--- src/rtl/faims_hv_regulator.sv ---
// Closed-loop FAIMS HV regulator: proportional, slew-limited, clamped coil work time with a sticky over-voltage fault.
// Optional feature: define FAIMS_HVREG_DEADBAND_EN to skip publishing while |err| <= DEADBAND.
module faims_hv_regulator #(
    parameter int SAMPLE_W   = 12,
    parameter int WORK_W     = 16,
    parameter int GAIN_SHIFT = 4,
    parameter int DEADBAND   = 4
) (
    input  logic                CLK,
    input  logic                i_reset_n,
    input  logic                i_enable,
    input  logic                i_sampleValid,
    input  logic [SAMPLE_W-1:0] i_sample,
    output logic                o_sampleReady,
    input  logic [SAMPLE_W-1:0] i_setpoint,
    input  logic [SAMPLE_W-1:0] i_ovLimit,
    input  logic [WORK_W-1:0]   i_workMin,
    input  logic [WORK_W-1:0]   i_workMax,
    input  logic [WORK_W-1:0]   i_maxStep,
    input  logic                i_faultClear,
    output logic [WORK_W-1:0]   o_parWork,
    output logic                o_workUpdate,
    output logic                o_fault
);

    localparam int SW = WORK_W + 2;

    typedef enum logic [2:0] {IDLE, CALC, LIMIT, APPLY, PUBLISH} fsmState_t;

    fsmState_t state, nextState;

    logic                       readyReg;
    logic                       accept;
    logic                       skipPublish;
    logic [SAMPLE_W-1:0]        sampleReg;
    logic signed [SW-1:0]       stepReg;
    logic [WORK_W-1:0]          resultReg;
    logic signed [SAMPLE_W:0]   err;
    logic signed [SAMPLE_W:0]   errShift;
    logic signed [SW-1:0]       stepRaw;
    logic signed [SW-1:0]       stepLim;
    logic signed [SW-1:0]       maxS;
    logic signed [SW-1:0]       sum;
    logic signed [SW-1:0]       minS;
    logic signed [SW-1:0]       topS;
    logic [WORK_W-1:0]          clampRes;
    logic                       ov;

    // Handshake: a sample transfers on a rising edge where i_sampleValid and o_sampleReady
    // are both high; ready is offered only after a full idle cycle and only while enabled.
    assign o_sampleReady = readyReg & i_enable;
    assign accept        = i_sampleValid & o_sampleReady;

    assign err      = $signed({1'b0, i_setpoint}) - $signed({1'b0, sampleReg});
    assign errShift = err >>> GAIN_SHIFT;
    assign stepRaw  = {{(SW-SAMPLE_W-1){errShift[SAMPLE_W]}}, errShift};
    assign ov       = sampleReg > i_ovLimit;

    assign maxS = $signed({2'b00, i_maxStep});
    assign sum  = $signed({2'b00, o_parWork}) + stepReg;
    assign minS = $signed({2'b00, i_workMin});
    assign topS = $signed({2'b00, i_workMax});

`ifdef FAIMS_HVREG_DEADBAND_EN
    localparam logic signed [SAMPLE_W:0] DbLimit = (SAMPLE_W+1)'(DEADBAND);
    assign skipPublish = (err <= DbLimit) && (err >= -DbLimit) && !ov && !o_fault;
`else
    logic unusedDeadband;
    assign unusedDeadband = (DEADBAND != 0);
    assign skipPublish    = 1'b0;
`endif

    always_comb begin
        stepLim = stepReg;
        if (stepReg > maxS) begin
            stepLim = maxS;
        end else if (stepReg < -maxS) begin
            stepLim = -maxS;
        end
    end

    // An inverted clamp window (min > max) always resolves to the minimum.
    always_comb begin
        clampRes = sum[WORK_W-1:0];
        if (i_workMin > i_workMax) begin
            clampRes = i_workMin;
        end else if (sum < minS) begin
            clampRes = i_workMin;
        end else if (sum > topS) begin
            clampRes = i_workMax;
        end
    end

    always_ff @(posedge CLK or negedge i_reset_n) begin
        if (!i_reset_n) begin
            state <= IDLE;
        end else begin
            state <= nextState;
        end
    end

    always_comb begin
        nextState = state;
        case (state)
            IDLE:    if (accept) nextState = CALC;
            CALC:    nextState = skipPublish ? IDLE : LIMIT;
            LIMIT:   nextState = APPLY;
            APPLY:   nextState = PUBLISH;
            PUBLISH: nextState = IDLE;
            default: nextState = IDLE;
        endcase
        if (!i_enable) begin
            nextState = IDLE;
        end
    end

    always_ff @(posedge CLK or negedge i_reset_n) begin
        if (!i_reset_n) begin
            readyReg     <= 1'b0;
            sampleReg    <= '0;
            stepReg      <= '0;
            resultReg    <= '0;
            o_parWork    <= '0;
            o_workUpdate <= 1'b0;
            o_fault      <= 1'b0;
        end else begin
            o_workUpdate <= 1'b0;
            readyReg     <= i_enable && (state == IDLE) && !accept;

            // A fresh over-voltage evaluation takes priority over a clear request.
            if (i_enable && (state == CALC) && ov) begin
                o_fault <= 1'b1;
            end else if (i_faultClear) begin
                o_fault <= 1'b0;
            end

            if (!i_enable) begin
                o_parWork <= i_workMin;
            end else begin
                case (state)
                    IDLE:    if (accept) sampleReg <= i_sample;
                    CALC:    stepReg <= stepRaw;
                    LIMIT:   stepReg <= stepLim;
                    APPLY:   resultReg <= clampRes;
                    PUBLISH: begin
                        o_parWork    <= o_fault ? i_workMin : resultReg;
                        o_workUpdate <= 1'b1;
                    end
                    default: ;
                endcase
            end
        end
    end

endmodule

--- config.mk ---
export PLATFORM = sky130hd
export DESIGN_NAME = faims_hv_regulator
export DESIGN_NICKNAME = d
export VERILOG_FILES = /design/src/rtl/faims_hv_regulator.sv
export SDC_FILE = /design/constraint.sdc
export NUM_CORES = 1
export LEC_CHECK = 0
export CAP_MARGIN = 20
export CORE_AREA = 4 4 138 140
export CTS_CLUSTER_SIZE = 10
export DETAILED_ROUTE_END_ITERATION = 6
export DIE_AREA = 0 0 142 144
export HOLD_SLACK_MARGIN = 0.06
export SLEW_MARGIN = 0
export SYNTH_ARGS = -nofsm -noshare
export SYNTH_HDL_FRONTEND = slang
export SYNTH_SLANG_ARGS = --single-unit
--- constraint.sdc ---
create_clock -name CLK -period 3.52 [get_ports CLK]
set_clock_uncertainty 0.15 [all_clocks]
set_input_delay 0.352 -clock CLK [delete_from_list [all_inputs] [get_ports CLK]]
set_output_delay 0.352 -clock CLK [all_outputs]
set_load 0.01 [all_outputs]
==> results of run 1 <==
==> cells by family after synthesis <==
logic type | Yosys count | synth area share
XOR/XNOR | 48 | 0.0598
multiplexers | 27 | 0.0392
AO/OA/AOI/OAI | 226 | 0.223
adder cells (fa/ha/maj) | 121 | 0.216
flip-flops | 68 | 0.242
buffers and inverters | 108 | 0.0626
AND/OR/NAND/NOR | 233 | 0.157
==> final timing paths <==
kind,cells past startpoint,slack (ps),to,from
worst max register to register,16,-370,resultReg[5],o_parWork[1]
max in group asynchronous,3,1890,stepReg[1],i_reset_n
worst min-delay path,2,330,resultReg[11],resultReg[11]
min in group asynchronous,2,530,resultReg[11],i_reset_n
worst min register to register,2,330,resultReg[11],resultReg[11]
worst max-delay path,16,-370,resultReg[5],o_parWork[1]
==> cells in the mapped netlist, types with 9 or more instances <==
cell type / instances
nand3_1: 16
nand2b_1: 13
mux2i_1: 23
nand4_1: 18
nor3_1: 9
a21o_1: 19
inv_1: 86
nor2_1: 55
ha_1: 120
a21oi_1: 53
clkbuf_1: 12
xnor2_1: 40
nand2_1: 83
or3_1: 11
o21ai_0: 60
dfrtp_1: 68
==> area by class of cell <==
| cell class | count | share of cell area |
|---|---|---|
| multi-input cells | 655 | 0.517 |
| repair buffers | 241 | 0.215 |
| flip-flops and latches | 68 | 0.169 |
| inverters | 86 | 0.0321 |
| well taps | 229 | 0.0285 |
| clock buffers | 10 | 0.0238 |
| clock inverters | 6 | 0.0134 |
==> stage by stage <==
stage          utilization  instance area (um2)
2_1_floorplan            -                 7130
3_3_place_gp         0.518                 9250
3_5_place_dp         0.518                 9250
4_1_cts              0.555                 9900
5_1_grt              0.564                10100
6_report             0.564                10100
==> state kept, by name (all words and copies together) (netlist names) <==
| signal | cells |
|---|---|
| o_fault | 1 |
| o_parWork | 16 |
| o_workUpdate | 1 |
| readyReg | 1 |
| resultReg | 16 |
| sampleReg | 12 |
| state | 3 |
| stepReg | 18 |
==> worst reg2reg max path, stage by stage, from the launching register on <==
cell and delay [ps]:
dfrtp_2 430, buf_6 130, fa_2 410, a211oi_2 240, nor3b_2 90, o21ai_2 170, nand2b_1 90, a21oi_2 180
xnor2_2 110, ha_2 320, nand4_1 120, o31ai_1 310, a221oi_2 100, a211oi_2 370, clkbuf_16 260, nand2_4 110
o211ai_1 210
==> power breakdown <==
part	switching (uW)	internal [uW]	leakage (uW)
registers	238	1040	0.000852
clock network	377	783	0.000175
logic	2660	2750	0.00380
==> layer usage <==
| layer | up-vias | share of wire | GRT usage |
|---|---|---|---|
| met4 | 0 | 0.019 | 0.0611 |
| met3 | 25 | 0.040 | 0.0337 |
| met5 | - | 0 | 0 |
| met1 | 3192 | 0.47 | 0.267 |
| li1 | 3456 | - | - |
| met2 | 137 | 0.47 | 0.350 |
==> what timing repair did <==
item                       in CTS  in global routing
pin swaps                      20                  6
hold endpoints to repair       36                  0
setup endpoints to repair      32                 34
resized for setup              32                 26
buffers inserted               12                  6
cloned                          0                  1
hold buffers                    1                  0
==> impl_results.md, run 1 <==
* Gpl congestion at ~0.9
* # H-tree levels at 3
* CP Cell Sequence: buf_6, fa_2, a211oi_2, nor3b_2, o21ai_2, nand2b_1, a21oi_2, xnor2_2, ha_2, nand4_1, o31ai_1, a221oi_2, a211oi_2, clkbuf_16, nand2_4, o211ai_1
* Vias in the first global route at just under 7000
* Syn_area_per_cell at between 8 and 9 um2
* Avg Vias per Cell at 5.26
* Initial core utilization at 0.394
* Leakage at between 0.004 and 0.005 uW
* Yosys warns at 0
* Inserted Diodes at 0
* Share of the synthesized area in the top cell type at 0.242
* Drt wl/cell at roughly 16 um
* Multi-input gate area at ~0.0052 mm2
* Nets at between 1000 and 1500
* Commonest cells after routing, fill and taps aside: buf_4, ha_1, clkdlybuf4s50_1
* Fin. Hold Viols at 0
* Clk sinks at between 60 and 70
* Worst slew pin tran at a little over 900 ps
* Die Y at 144 um
* Type of the worst setup path: reg -> reg
* DRC Markers at 0
* CTS Buf Count at 9
* Cell mode on critical path: a211oi_2
* Worst path top cell family by delay: compound AO/OA/AOI/OAI gates
* Area leader, netlist: dfrtp_1
* Worst hold margin at 330 ps
* CP max FO at 12
* Antenna Nets Post-Route at 0
* Die width at approximately 140 um
* Synthesized area at between 0.007 and 0.008 mm2
* Max-cap violations at 0
* Worst skew pair latency at about 350 ps
* Type of the most critical hold path: reg -> reg
* Cell row count at 49
* Crit. End Element: flop
* Setup crit start kind: flop
* Num ports at between 100 and 150
* Overall power at between 7000 and 8000 uW
* Max incr delay on CP at ~430 ps
* I/O Buffers at 107
* Top cells by area, synth: dfrtp_1, ha_1, xnor2_1
* Post-synth ARST share at 1.00
* PD cells at between 700 and 800 mW/mm2
* Number of antenna violations at the first check in global routing at 0
* Most common cell after layout, fill and taps aside: buf_4
* Maximum VDD drop at ~420 uV
* Violated checks: setup timing
* Post-synth EDFFs at 0
* Sequential share of the synthesized area at 0.242
* Place WS at -499 ps
* Clk pin slew, worst setup/hold paths at approximately 60 ps
* Sequential cell area at 0.00170 mm2
* Total gr overflow at 0
* Via count at 6810
* Post-DP HPWL at around 17 mm
* Mapped Cells at 831
* WL final at around 21 mm
* Pin count of the biggest net entering global routing at 39
* Synth unique cells at 65
* Filler cells at around 1700
* Most used flip-flop cell after synthesis: dfrtp_1
* DRT iter0 DRCs at between 300 and 400
* GR Util All Layers at 0.205
* CTS tree: yes
* Finished Layout Cells at approximately 1300
* Buffers and inverters on the worst path at 2
* Fraction of layout cells with a size suffix above 1 at 0.213
* Part of the cycle the worst path needs at 1.11
* Synth-to-Final Area Change at 43.1%
* Register bit total from synthesis at 68
* Status: finished with violations
* Core outline area at about 0.018 mm2
* Max Transition Viols Final at 0
* Post-synth net total at around 1000
* Root buffer cell: clkbuf_16
* CTS Buffer Depth at 2
* Fmax at approximately 0.26 GHz
* Slowest cell on crit path: dfrtp_2
* First-pass GRT wire length at ~34 mm
* Post-route setup slack at -370 ps
* RSZ-0062 raised after global routing: true
* Placed cells at between 1000 and 1500
* Fin Setup TNS at -5150 ps
* DIE AREA at ~0.020 mm2
* Arrival time worst endpoint at roughly 4000 ps
* Slew HR at 0.378
* Min cycle time layout at between 3000 and 4000 ps
* Setup violations, final at 16
* DRT Pass-1 Iters at 5
* Worst Path Required at between 3000 and 4000 ps
Note: power is estimated with default switching activity, not from simulation.
==> run 2: changes to the inputs <==
--- a/config.mk
+++ b/config.mk
@@ -11,6 +11,7 @@
 export DETAILED_ROUTE_END_ITERATION = 6
 export DIE_AREA = 0 0 142 144
 export HOLD_SLACK_MARGIN = 0.06
+export SKIP_LAST_GASP = 1
 export SLEW_MARGIN = 0
 export SYNTH_ARGS = -nofsm -noshare
 export SYNTH_HDL_FRONTEND = slang
==> run 2 against run 1 <==
  * The flow still finishes with violations (setup timing)
  * Total power decreased by 0.72%
  * Sequential power about the same
  * Via count fell by 0.25%
  * Cell area down 0.34%
  * Critical endpoint unchanged
==> impl_results.md, run 2 (same netlist as run 1, synthesis figures left out) <==
* Type of the most critical hold path: reg -> reg
* PD cells at 777 mW/mm2 (-0.38%)
* Comb power frac at 0.686 (-0.003)
* Switch share at 0.417 (about the same)
* Initial core utilization at 0.394 (unchanged)
* GR Util All Layers at 0.205 (-0.000489)
* # H-tree levels at 3 (unchanged)
* Die Y at 144 um (unchanged)
* Worst skew pair latency at 350 ps (about the same)
* Post-route setup slack at -352 ps (+17.9 ps)
* Slowest cell on crit path: dfrtp_2
* Arrival time worst endpoint at 3980 ps (-20 ps)
* Inserted Diodes at 0 (unchanged)
* Status: finished with violations
* Worst slew pin tran at 923 ps (-10.2 ps)
* Drt wl/cell at 16.0 um (-0.16%)
* Post-DP HPWL at 16.6 mm (unchanged)
* Total gr overflow at 0 (unchanged)
* Num ports at 108 (unchanged)
* DRT iter0 DRCs at 336 (unchanged)
* Antenna Nets Post-Route at 0 (unchanged)
* DIE AREA at 0.0204 mm2 (unchanged)
* Setup violations, final at 16 (unchanged)
* RSZ-0062 raised after global routing: true
* Nets at 1270 (-0.079%)
* Violated checks: setup timing
* Clk pin slew, worst setup/hold paths at 60 ps (about the same)
* Die width at 142 um (unchanged)
* Fmax at 0.258 GHz (+0.46%)
* Via count at 6793 (-0.25%)
* Maximum VDD drop at 406 uV (-3.9%)
* First-pass GRT wire length at 33.4 mm (-0.27%)
* DRT Pass-1 Iters at 5 (unchanged)
* Clock power share at 0.149 (about the same)
* Core Util, Final at 0.562 (-0.00189)
* Type of the worst setup path: reg -> reg
* Clk sinks at 68 (unchanged)
* Leakage at 0.00481 uW (-0.24%)
* Reg2Reg Setup Slack at -350 ps (+20 ps)
* Filler cells at 1662 (+0.36%)
* Crit. End Element: flop
* Max Transition Viols Final at 0 (unchanged)
* Cell row count at 49 (unchanged)
* Cell Int Power at 4540 uW (-0.69%)
* Max FFs per register at 18 (unchanged)
* Vias in the first global route at 6894 (-0.33%)
* Synth-to-Final Area Change at 42.6%
* Slew HR at 0.385 (+0.00678)
* Part of the cycle the worst path needs at 1.10 (-0.00508)
* Cell mode on critical path: a211oi_2
* Avg Vias per Cell at 5.25 (-0.17%)
* Switch Pwr at 3250 uW (-0.77%)
* CP max FO at 12 (unchanged)
* Number of antenna violations at the first check in global routing at 0 (unchanged)
* Fraction of layout cells with a size suffix above 1 at 0.208 (-0.00449)
* I/O Buffers at 107 (unchanged)
* Fin. Hold Viols at 0 (unchanged)
* CTS Buf Count at 9 (unchanged)
* Worst Path Required at 3630 ps (about the same)
* Min cycle time layout at 3870 ps (-17.9 ps)
* CTS Buffer Depth at 2 (unchanged)
* Core outline area at 0.0178 mm2 (unchanged)
* Max-cap violations at 0 (unchanged)
* DRC Markers at 0 (unchanged)
* Root buffer cell: clkbuf_16
* Max incr delay on CP at 430 ps (about the same)
* Commonest cells after routing, fill and taps aside: buf_4, ha_1, clkdlybuf4s50_1
* Most common cell after layout, fill and taps aside: buf_4
* CP Cell Sequence: buf_6, fa_2, a211oi_2, nor3b_2, o21ai_2, nand2b_1, a21oi_2, xnor2_2, ha_2, nand4_1, o31ai_1, a221oi_2, a211oi_2, clkbuf_16, nand2_4, o211ai_1
* Setup crit start kind: flop
* WL final at 20.7 mm (-0.24%)
* Place WS at -499 ps (unchanged)
* Most flops, register: stepReg
* Gpl congestion at 0.897 (unchanged)
* CTS tree: yes
* Pin count of the biggest net entering global routing at 39 (unchanged)
* Worst hold margin at 331 ps (+1.03 ps)
* Seq pwr share at 0.164 (about the same)
* Biggest regs: stepReg: 18 flops, o_parWork: 16 flops, resultReg: 16 flops
run 2: final cells by class:
cell class | count | area [um2] | area share
inverter | 86 | 323 | 0.0322
clock inverter | 6 | 135 | 0.0135
multi-input combinational | 655 | 5180 | 0.516
sequential | 68 | 1700 | 0.170
tap | 229 | 287 | 0.0286
clock buffer | 10 | 239 | 0.0238
timing repair buffer | 240 | 2160 | 0.215
run 2: power groups by stage:
stage / sequential, uW / combinational (uW) / clock (uW)
after floorplan: 1270 / 3150 / 0
after global placement: 1280 / 4800 / 0
after detailed placement: 1290 / 4850 / 0
after CTS: 1280 / 5240 / 1180
after global routing: 1320 / 5940 / 1210
final: 1280 / 5350 / 1160
run 2: through the flow:
stage / power [uW] / cells / cell area [um2] / setup TNS [ps]
global route: 8460 / 1294 / 10000 / -8490
floorplan: 4410 / 831 / 7130 / -2380
CTS: 7700 / 1290 / 9880 / -4350
global placement: 6080 / 1261 / 9250 / -12820
finish: 7790 / 1294 / 10000 / -4980
detailed placement: 6130 / 1261 / 9250 / -14580
run 2: path summary, 6_finish.rpt:
check	from	endpoint	depth (start not counted)
max	o_parWork[1]	resultReg[5]	16
min	resultReg[11]	resultReg[11]	2
max reg2reg	o_parWork[1]	resultReg[5]	16
min reg2reg	resultReg[11]	resultReg[11]	2
max in group asynchronous	i_reset_n	stepReg[1]	3
min in group asynchronous	i_reset_n	resultReg[11]	2
run 2: per-layer routing:
layer  track usage  share of wire
met1         0.269           0.47
met4        0.0596          0.019
met3        0.0317          0.039
met2         0.349           0.47
met5             0              0
run 2: worst max-delay path, delay by kind of cell (launching register included):
kind,cells,cell delay (ps)
fa+ha+maj,2,730
simple gates,4,390
compound gates,7,1580
xor+xnor,1,110
buf+inv,2,390
flops,1,430
run 2: timing repair:
item / in CTS / in global routing
hold endpoints to repair: 36 / 0
cloned: 0 / 1
setup buffers: 12 / 5
resized for setup: 28 / 26
setup endpoints to repair: 32 / 34
hold buffers: 1 / 0
pin swaps: 20 / 6
==> run 3: changes to the inputs <==
--- a/config.mk
+++ b/config.mk
@@ -10,7 +10,7 @@
 export CTS_CLUSTER_SIZE = 10
 export DETAILED_ROUTE_END_ITERATION = 6
 export DIE_AREA = 0 0 142 144
-export HOLD_SLACK_MARGIN = 0.06
+export HOLD_SLACK_MARGIN = 0.05
 export SKIP_LAST_GASP = 1
 export SLEW_MARGIN = 0
 export SYNTH_ARGS = -nofsm -noshare
==> results of run 3 <==
The final DEF is identical to that of run 2; final timing and power are the same.
